## src/rtl/controller.sv

```systemverilog
// Control FSM for a multicycle RV32 core: sequences fetch stalls, memory waits,
// halt/fault detection and retire/cycle counters. PC steering outputs are combinational.
`ifndef SEL_PC_WIDTH
`define SEL_PC_WIDTH 2
`endif

module controller #(
  parameter logic [31:0] RESET_PC    = 32'h0000_0000,
  parameter int unsigned MEM_TIMEOUT = 16
) (
  input  logic                     clk,
  input  logic                     rst,
  input  logic                     memory_done,
  input  logic [`SEL_PC_WIDTH-1:0] pc_sel,
  input  logic                     br_taken,
  input  logic [31:0]              ir,
  input  logic [31:0]              next_pc,
  output logic                     c_fetch_stall,
  output logic [`SEL_PC_WIDTH-1:0] c_pc_sel,
  output logic                     c_br_taken,
  output logic [31:0]              c_next_pc,
  output logic                     halted,
  output logic                     fault,
  output logic [31:0]              cycle_count,
  output logic [31:0]              instret_count
);

  localparam logic [6:0] OP_LUI    = 7'b0110111;
  localparam logic [6:0] OP_AUIPC  = 7'b0010111;
  localparam logic [6:0] OP_JAL    = 7'b1101111;
  localparam logic [6:0] OP_JALR   = 7'b1100111;
  localparam logic [6:0] OP_BRANCH = 7'b1100011;
  localparam logic [6:0] OP_IMM    = 7'b0010011;
  localparam logic [6:0] OP_OP     = 7'b0110011;
  localparam logic [6:0] OP_FENCE  = 7'b0001111;
  localparam logic [6:0] OP_LOAD   = 7'b0000011;
  localparam logic [6:0] OP_STORE  = 7'b0100011;
  localparam logic [31:0] ECALL    = 32'h0000_0073;
  localparam logic [31:0] EBREAK   = 32'h0010_0073;
  localparam logic [7:0]  TIMEOUT  = 8'(MEM_TIMEOUT);

  typedef enum logic [2:0] {BOOT, RUN, MEM_WAIT, HALT, FAULT} state_e;

  state_e      state_q, state_d;
  logic [31:0] pc_q;
  logic [7:0]  wait_q, wait_d;
  logic        halted_q, fault_q;
  logic [31:0] cycle_q, instret_q;
  logic        retire;
  logic        adv;
  logic [7:0]  wait_inc;

  assign wait_inc = wait_q + 8'd1;

  always_comb begin
    state_d       = state_q;
    wait_d        = wait_q;
    c_fetch_stall = 1'b1;
    c_pc_sel      = '0;
    c_br_taken    = 1'b0;
    c_next_pc     = pc_q;
    retire        = 1'b0;
    adv           = 1'b0;

    case (state_q)
      BOOT: state_d = RUN;
      RUN: begin
        case (ir[6:0])
          OP_LUI, OP_AUIPC, OP_JAL, OP_JALR,
          OP_BRANCH, OP_IMM, OP_OP, OP_FENCE: adv = 1'b1;
          OP_LOAD, OP_STORE: begin
            if (memory_done) begin
              adv = 1'b1;
            end else begin
              state_d = MEM_WAIT;
              wait_d  = '0;
            end
          end
          default: begin
            if (ir == ECALL || ir == EBREAK) begin
              state_d = HALT;
              retire  = 1'b1;
            end else begin
              state_d = FAULT;
            end
          end
        endcase
      end
      MEM_WAIT: begin
        // A completion arriving on the timeout cycle still counts as success.
        if (memory_done) begin
          adv = 1'b1;
        end else begin
          wait_d = wait_inc;
          if (wait_inc == TIMEOUT) state_d = FAULT;
        end
      end
      HALT:    state_d = HALT;
      FAULT:   state_d = FAULT;
      default: state_d = FAULT;
    endcase

    if (adv) begin
      if (next_pc[1:0] != 2'b00) begin
        state_d = FAULT;
      end else begin
        state_d       = RUN;
        c_fetch_stall = 1'b0;
        c_pc_sel      = pc_sel;
        c_br_taken    = br_taken;
        c_next_pc     = next_pc;
        retire        = 1'b1;
      end
    end

    if (rst) begin
      state_d       = BOOT;
      wait_d        = '0;
      c_fetch_stall = 1'b1;
      c_pc_sel      = '0;
      c_br_taken    = 1'b0;
      c_next_pc     = RESET_PC;
      retire        = 1'b0;
    end
  end

  always_ff @(posedge clk) begin
    if (rst) begin
      state_q   <= BOOT;
      pc_q      <= RESET_PC;
      wait_q    <= '0;
      halted_q  <= 1'b0;
      fault_q   <= 1'b0;
      cycle_q   <= '0;
      instret_q <= '0;
    end else begin
      state_q   <= state_d;
      pc_q      <= c_next_pc;
      wait_q    <= wait_d;
      halted_q  <= (state_d == HALT);
      fault_q   <= (state_d == FAULT);
      cycle_q   <= cycle_q + 32'd1;
      if (retire) instret_q <= instret_q + 32'd1;
    end
  end

  assign halted        = halted_q;
  assign fault         = fault_q;
  assign cycle_count   = cycle_q;
  assign instret_count = instret_q;

endmodule

```

## config.mk

```make
export PLATFORM = sky130hd
export DESIGN_NAME = controller
export DESIGN_NICKNAME = d
export VERILOG_FILES = /design/src/rtl/controller.sv
export SDC_FILE = /design/constraint.sdc
export NUM_CORES = 1
export LEC_CHECK = 0
export ABC_AREA = 1
export ABC_CLOCK_PERIOD_IN_PS = 2700
export CORE_ASPECT_RATIO = 1.25
export CORE_MARGIN = 10
export CORE_UTILIZATION = 51
export DETAILED_ROUTE_END_ITERATION = 10
export GPL_TIMING_DRIVEN = 0
export PLACE_DENSITY_LB_ADDON = 0.2
export SETUP_SLACK_MARGIN = 0.02
export SLEW_MARGIN = 20
export SYNTH_ARGS = -nofsm -noshare
export SYNTH_HDL_FRONTEND = slang
export SYNTH_SLANG_ARGS = --single-unit
```

## constraint.sdc

```tcl
create_clock -name clk -period 2.7 [get_ports clk]
set_input_delay 0.27 -clock clk [delete_from_list [all_inputs] [get_ports clk]]
set_output_delay 0.27 -clock clk [all_outputs]
set_load 0.02 [all_outputs]
```

# Yosys cells after proc, flatten, opt, wreduce, memory -nomap -nowiden
# Cells that the tools add are included.
# totals
register_bits,109
in_bits,70
out_inout_bits,102
# op_classes
add_sub_neg,3
eq_ne,21
mux,34
n_reduce_logical,8
# ops
cell,count
32-bit 2-to-1 mux,3
"32-bit by 1-bit adder with 32-bit output, second input constant",2
"32-bit by 21-bit == test with 1-bit output, second input constant",1
"32-bit by 7-bit == test with 1-bit output, second input constant",1
8-bit 2-to-1 mux,3
"7-bit by 6-bit == test with 1-bit output, second input constant",3
"7-bit == test, second input constant",3
3-bit 2-to-1 mux,7
8-bit one-hot mux with 2 select lines,1
"7-bit by 5-bit == test with 1-bit output, second input constant",2
1-bit 2-to-1 mux,13
3-bit one-hot mux with 4 select lines,1
10-bit OR reduction,1
"3-bit by 2-bit == test with 1-bit output, second input constant",3
"8-bit by 1-bit adder with 8-bit output, second input constant",1
"8-bit by 5-bit == test with 1-bit output, second input constant",1
8-bit OR reduction,1
"7-bit by 2-bit == test with 1-bit output, second input constant",1
"7-bit by 4-bit == test with 1-bit output, second input constant",1
2-bit 2-to-1 mux,3
"2-bit inequality test, second input constant",3
3-bit one-hot mux with 2 select lines,1
1-bit one-hot mux with 2 select lines,2
4-bit AND reduction,1
other kinds (6),7

# Longest topological paths before layout
# Gate-level depths: netlist of the first run.
# logic_depth
word_depth,8
ltp_mapped,13

# Worst setup path before layout of the first run
# Ideal clock, no wire load.
# synth_path
path_type,reg-to-reg
start,register cycle_q[0] (netlist: cycle_count[0])
end,register cycle_q[30] (netlist: cycle_count[30])
setup_time_ns,0.115
t_arrival_ns,1.766
required_time_ns,2.585
setup_slack_ns,0.820
stages_incl_launch_ff,12
period_less_slack_ns,1.880
cell_sequence,dfxtp_1 -> ha_1 -> nand2_1 -> nor2_4 -> nand2_2 -> nor2_1 -> nand2_1 -> nor3_1 -> nand2_1 -> nor2_1 -> a21oi_1 -> o21a_1
# synth_between
elab_chain_cells,1
# synth_rtl
element,line_no,rtl
"start, declared",48,"logic [31:0] cycle_q, instret_q;"
"start signal, assigned",142,cycle_q <= cycle_q + 32'd1;
32-bit by 1-bit adder with 32-bit output,142,
# Every way passes these cells.
# A chain may end at the register's enable or synchronous reset.

# Worst setup path in the final report of the first run
# layout_path
start,input port ir[0]
end,output port c_br_taken
# layout_between
elab_chain_cells,6
word_cells_on_any_way,16
classes_between,eq/ne (10); mux (4); reduce/logical (2)
# layout_rtl
element,line_no,rtl
"start, declared",16,"input logic [31:0] ir,"
7-bit by 6-bit == test with 1-bit output (tied with other cells),68,case (ir[6:0])
8-bit OR reduction / 2-bit OR reduction (equally long branches),-,
1-bit one-hot mux with 2 select lines *,68,
1-bit one-hot mux with 2 select lines *,65,case (state_q)
1-bit 2-to-1 mux *,103,if (adv) begin
1-bit 2-to-1 mux *,116,if (rst) begin
"end, declared",20,"output logic c_br_taken,"
# Every way passes the cells marked *; elsewhere a longest branch is shown, timed or not.

==> results of run 1 <==
sequential cells by signal, summed over array words and instances (netlist names):
register / count
cycle_count: 32
instret_count: 32
pc_q: 32
wait_q: 8
state_q: 3
fault: 1
halted: 1
metal layers:
layer  up-vias  global-route usage (%)
met3        36                    6.22
met5         -                       0
li1       3065                       -
met1      2638                    21.7
met2       187                    35.8
met4         0                    8.86
cell usage after synthesis (2+ instances only):
cell / number
dfxtp_1: 109
a21oi_2: 5
nand3_2: 3
xnor2_1: 10
buf_1: 3
o211a_1: 2
nor3_2: 4
xor2_1: 16
a31oi_1: 2
a21oi_1: 49
nand2_1: 252
nand3_1: 85
buf_6: 4
buf_4: 6
nor2_1: 111
inv_1: 68
o21ai_0: 17
buf_2: 4
o21a_1: 5
nand2_4: 2
inv_2: 2
ha_1: 3
nor3_1: 20
nand2_2: 3
nor4_1: 5
nand4_1: 15
nand2_8: 2
nor2_2: 3
clkbuf_1: 9
nor3b_1: 2
critical path, delay by kind of cell:
family	cells	cell delay [ns]
buf+inv	3	0.94
simple gates	9	0.98
final cells by class:
type	count	area, sq um
flip-flops and latches	109	2180
plain buffers	26	158
multi-input cells	630	3050
clock buffers	11	253
well taps	132	165
fillers	934	3080
clock inverters	5	43.8
inverters	70	263
repair buffers	169	1530
metrics by stage:
step	instances	total power [mW]
2_1_floorplan	835	1.78
6_report	1152	3.19
4_1_cts	1152	3.21
3_3_place_gp	1136	1.92
5_1_grt	1152	3.30
3_5_place_dp	1136	1.92
how the worst max path moves through the flow:
stage                              startpoint                         end  slack, ns  depth (start not counted)
floorplan           cycle_count[0]$_SDFF_PP0_  cycle_count[30]$_SDFF_PP0_       0.82                         11
global placement                        ir[1]               c_next_pc[27]      -0.23                         13
detailed placement                      ir[1]               c_next_pc[22]      -0.23                         13
CTS                                     ir[0]               c_next_pc[22]       0.03                         13
global route                            ir[0]                  c_br_taken       0.06                         12
finish                                  ir[0]                  c_br_taken       0.24                         12
what timing repair did:
item | in CTS | in global routing
hold buffers | 0 | 0
setup endpoints to repair | 36 | 33
gates resized for setup | 37 | 62
power breakdown:
part | switching (mW) | total [mW] | internal (mW)
Combinational | 0.117 | 0.249 | 0.131
Clock | 0.614 | 1.30 | 0.687
Sequential | 0.0145 | 1.64 | 1.62
cells by family (layout without fill, tap and decap cells):
family	count (synthesis)	count (layout)	synth area share, %
AO/OA/AOI/OAI	86	86	8.70
adder cells (fa/ha/maj)	3	3	0.666
AND/OR/NAND/NOR	515	515	40.5
buffers and inverters	96	281	7.42
XOR/XNOR	26	26	4.04
flip-flops	109	109	38.7
==> run metrics, run 1 <==
r2r setup slk=approximately 0.7 ns; TritonCTS clock tree=built; DR vias/cell=5.14; Final setup viols=0; share of cells above drive strength 1=8.92%; hold path depth=2; Synth Flop Type=dfxtp_1; HP Start=pc_q[0]$_SDFF_PP0_; worst reg2reg startpoint=cycle_count[0]$_SDFF_PP0_; worst setup path class=in -> out; Worst setup EP type=output pin; Avg Cell Area, Syn=6.75 sq um; final max-slew violation count=0; Post-route DRC=0; io pins=172; TritonCTS Sinks=109; CP startpoint kind=input pin; initial core utilization=52.6%; Syn Std Cell Area=0.00564 sq mm; clk_skew=0.00923 ns; status=finished clean; final worst path period share=91.1%; Hold Fails Final Rpt=0; Post-synth ARST share=0%; setup bufs post-CTS=0; Syn. warnings=0; top cell type's share of synthesized area=38.7%; Relative slew margins=slightly below 60%; die area=0.0157 sq mm; R2R cell count=11; PnR worst setup slack=0.241 ns; DRT met1 WL=6.27 mm; Worst path most repeated cell=nand2_1; Worst Path Arrival=roughly 2.2 ns; worst hold-check path type=reg -> reg; worst hold slack=0.438 ns; Max VDD drop=roughly 0.32 mV; fin util=71.3%; core box area=0.0107 sq mm; GPL Wtd Cong=0.946; Tmin final=2.46 ns; Nets=1,088; clock buffer depth=2; unrepaired setup endpoints after global routing=no; fmax=about 0.41 GHz; Unique masters post-synth=44; std cell rows=42; Worst R2R End=cycle_count[30]$_SDFF_PP0_; top post-synthesis cells by area=dfxtp_1 (39%), nand2_1 (17%), nand3_1 (7.5%); Die Ht=138 um; clock latency on the worst-skew pair=between 0.3 and 0.4 ns; Pleak=between 3 and 4 nW; DP Worst Slack=-0.229 ns; DIE WIDTH=114 um; Largest stage delay, worst path=0.46 ns; Syn Nets=~910; TritonCTS Buffers=9; CP max stage cell=clkdlybuf4s50_1; Fin Setup TNS=0 ns; largest net degree at the start of global routing=19; Detailed Routing Iterations Pass 1=5; wire per inst=13.9 um; Total Wirelength=16.0 mm; Worst-Margin Slew=0.609 ns; Critical Path Fanout Max=6; CTS root buffer=clkbuf_16; number of global-route vias before repair=5,812; total global-route track usage=20.2%; Post-DP HPWL=12.7 mm; Via Count=5,926; leading area contributor after synthesis=dfxtp_1; IO Port Bufs=169; Hold Path End=pc_q[0]$_SDFF_PP0_; highest metal used=met4; initial antenna violation count=0; grt total ovfl=0; first-pass GRT wire length=approximately 27 mm; DR WL met3=1.32 mm; critical-path cell list=clkdlybuf4s50_1, nand2_1, nor2_2, nand2_1, nand4_2, nand2_2, nand2_4, nand2_8, nor2_4, inv_1, nor2_1, dlygate4sd2_1; Yosys reg bits=109; PwrDens=417 mW/mm^2; cell count after synthesis=835; # diodes=0; post-route ant nets=0; most frequent cells in the layout=nand2_1 (252), clkdlybuf4s50_1 (133), nor2_1 (111); commonest non-fill, non-tap cell in the layout=nand2_1; CTS H-tree lvls=3; register area share after synthesis=between 30% and 40%; Layout area overhead=35.7%; Detailed Route Iter0 Violations=307; Placed Area=0.00749 sq mm; Final Instance Area=0.00764 sq mm; critical path data required time=2.43 ns; number of synthesized flops with an enable pin=0; met2 WL=8.00 mm; max-cap viol count=0; Clock transition at path regs=0.07 ns
(Power assumes the default switching activity.)
==> inputs of run 2 (changes only) <==
--- a/config.mk
+++ b/config.mk
@@ -7,9 +7,11 @@
 export LEC_CHECK = 0
 export ABC_AREA = 1
 export ABC_CLOCK_PERIOD_IN_PS = 2700
+export CAP_MARGIN = 25
 export CORE_ASPECT_RATIO = 1.25
 export CORE_MARGIN = 10
 export CORE_UTILIZATION = 51
+export CTS_CLUSTER_DIAMETER = 150
 export DETAILED_ROUTE_END_ITERATION = 10
 export GPL_TIMING_DRIVEN = 0
 export PLACE_DENSITY_LB_ADDON = 0.2
==> results of run 2 <==
Same layout as run 1: the final DEF is identical, and so are final timing and power.
==> inputs of run 3 (changes only) <==
--- a/config.mk
+++ b/config.mk
@@ -14,6 +14,7 @@
 export CTS_CLUSTER_DIAMETER = 150
 export DETAILED_ROUTE_END_ITERATION = 10
 export GPL_TIMING_DRIVEN = 0
+export MAX_ROUTING_LAYER = met4
 export PLACE_DENSITY_LB_ADDON = 0.2
 export SETUP_SLACK_MARGIN = 0.02
 export SLEW_MARGIN = 20
==> run 3 against run 2 <==
Worst setup slack better by 0.0019 ns. Clock power is 15% higher. Clock skew hardly changed. Cell area is 0.57% higher. Critical path type unchanged. Clock-buffer cell count is 1 lower. Hold slack better by 0.0038 ns. Non-clock buffer count stayed put. Register-to-register slack worse by 0.02 ns. Sequential power hardly changed. Combinational power hardly changed. Sequential cell count stayed put.
==> run metrics, run 3 (synthesized netlist as in run 1, its figures left out) <==
Final Instance Area=0.00769 sq mm; Largest stage delay, worst path=0.49 ns; Clock transition at path regs=about 0.070 ns; Die Ht=138 um; Placed Area=0.00749 sq mm; Fillers=938; Detailed Routing Iterations Pass 1=6; Worst Path Buf+Inv=4; # placed instances=1,136; wire per inst=between 10 and 15 um; Relative slew margins=60.8%; PwrDens=440 mW/mm^2; Pleak=3.25 nW; DR vias/cell=5.15; Clock Power Share=44.2%; Sw Pwr=0.771 mW; share of cells above drive strength 1=8.92%; CTS root buffer=clkbuf_16; # diodes=0; status=finished clean; total global-route track usage=about a fifth; initial core utilization=between 50% and 60%; critical path data required time=2.43 ns; Pint=2.61 mW; grt total ovfl=0; number of global-route vias before repair=approximately 5,700; Cell Count, Final, Fillers Out=1,152; clock latency on the worst-skew pair=0.35 ns; Worst setup EP type=output pin; die area=0.0157 sq mm; GPL Wtd Cong=0.974; most frequent cells in the layout=nand2_1 (252), clkdlybuf4s50_1 (133), nor2_1 (111); Sequential Area=0.00218 sq mm; TritonCTS Buffers=9; DIE WIDTH=114 um; Via Count=between 5,000 and 6,000; largest net degree at the start of global routing=20; post-route ant nets=0; TritonCTS clock tree=built; Max VDD drop=0.285 mV; final max-slew violation count=0; worst hold-check path type=reg -> reg; TritonCTS Sinks=109; Final setup viols=0; IO Port Bufs=about 170; Reg power frac=48.4%; critical-path cell list=clkdlybuf4s50_1, inv_2, nand3_1, nand2_1, nand2_1, nand4_2, nand2_2, nand2_4, nand2_8, nor2_4, inv_1, nor2_1, dlygate4sd2_1; Sw Share=22.8%; Total Wirelength=16.1 mm; commonest non-fill, non-tap cell in the layout=nand2_1; clk_skew=roughly 0.0096 ns; Hold Fails Final Rpt=0; Post-route DRC=0; Post-CTS Hold Fix Bufs=0; CTS H-tree lvls=3; Nets=1,088; worst hold slack=0.442 ns; Worst Path Arrival=2.19 ns; io pins=172; clock buffer depth=2; Multi-input gate area=~0.0030 sq mm; worst setup path class=in -> out; Tmin final=2.46 ns; Post-DP HPWL=between 10 and 15 mm; Critical Path Fanout Max=6; final worst path period share=91.0%; Worst-Margin Slew=~0.59 ns; core box area=between 0.01 and 0.015 sq mm; setup bufs post-CTS=0; first-pass GRT wire length=26.3 mm; unrepaired setup endpoints after global routing=no; std cell rows=between 40 and 50; CP top delay family=buffers and inverters; fmax=0.407 GHz; CP max stage cell=clkdlybuf4s50_1; Worst path most repeated cell=nand2_1; logic gate share of total power=7.4%; initial antenna violation count=0; Detailed Route Iter0 Violations=314; max-cap viol count=0; Layout area overhead=36.4%; CP startpoint kind=input pin
==> run 3: changes by cell type in the layout (fill, tap and decap cells not counted) <==
cell        before  now
clkinv_4         1    0
clkbuf_8         2    1
bufinv_16        0    2
clkbuf_4         1    0
clkinvlp_4       0    1
inv_8            0    1
clkinv_2         2    0
buf_2            3    4
==> run 3: stage by stage <==
| stage | setup slack (ns) | TNS, ns | utilization (%) | total power [mW] |
|---|---|---|---|---|
| floorplan | 0.820 | 0 | - | 1.78 |
| finish | 0.243 | 0 | 71.7 | 3.38 |
| detailed placement | -0.225 | -6.60 | 69.9 | 1.92 |
| CTS | 0.0302 | 0 | 72.7 | 3.40 |
| global placement | -0.227 | -6.34 | 69.9 | 1.92 |
| global route | 0.0470 | 0 | 71.7 | 3.49 |
==> run 3: path summary, 6_finish.rpt <==
| path | cells after the start | slack [ns] | endpoint | from |
|---|---|---|---|---|
| worst max-delay path | 13 | 0.24 | c_pc_sel[0] | ir[4] |
| worst min-delay path | 2 | 0.44 | pc_q[0]$_SDFF_PP0_ | pc_q[0]$_SDFF_PP0_ |
| worst max register to register | 11 | 0.67 | cycle_count[30]$_SDFF_PP0_ | cycle_count[0]$_SDFF_PP0_ |
| worst min register to register | 2 | 0.44 | pc_q[0]$_SDFF_PP0_ | pc_q[0]$_SDFF_PP0_ |
==> run 3: routing by layer <==
metal  share of wire, %  global-route usage [%]
met4                1.9                    7.25
met1                 41                    22.5
met5                  0                       -
met2                 51                    35.9
met3                6.7                    4.66
==> run 3: final cells by class <==
class	instances	area share, %
well taps	132	2.15
plain buffers	26	2.02
repair buffers	169	20.0
clock buffers	10	3.11
inverters	70	3.42
flip-flops and latches	109	28.4
clock inverters	6	1.35
multi-input cells	630	39.6
==> run 3: what timing repair did <==
action                                 CTS  global route
resized for setup                       37            61
cloned                                   0             0
endpoints found under the hold margin    0             0
setup endpoints to repair               36            33
==> run 3: power by group through the flow <==
| stage | clock network [mW] | registers (mW) | logic [mW] |
|---|---|---|---|
| 4_1_cts | 1.52 | 1.64 | 0.250 |
| 6_report | 1.50 | 1.64 | 0.250 |
| 5_1_grt | 1.57 | 1.64 | 0.275 |
| 3_5_place_dp | 0 | 1.67 | 0.251 |
| 3_3_place_gp | 0 | 1.67 | 0.249 |
| 2_1_floorplan | 0 | 1.68 | 0.0979 |
==> run 3: worst register-to-register path: stages (launching register included) <==
cell,delay [ns]
dfxtp_1,0.39
ha_1,0.19
nand2_1,0.10
nor2_4,0.18
nand2_2,0.12
nor2_1,0.17
nand2_1,0.10
nor3_1,0.21
nand2_1,0.13
nor2_1,0.14
a21oi_1,0.08
o21a_1,0.13
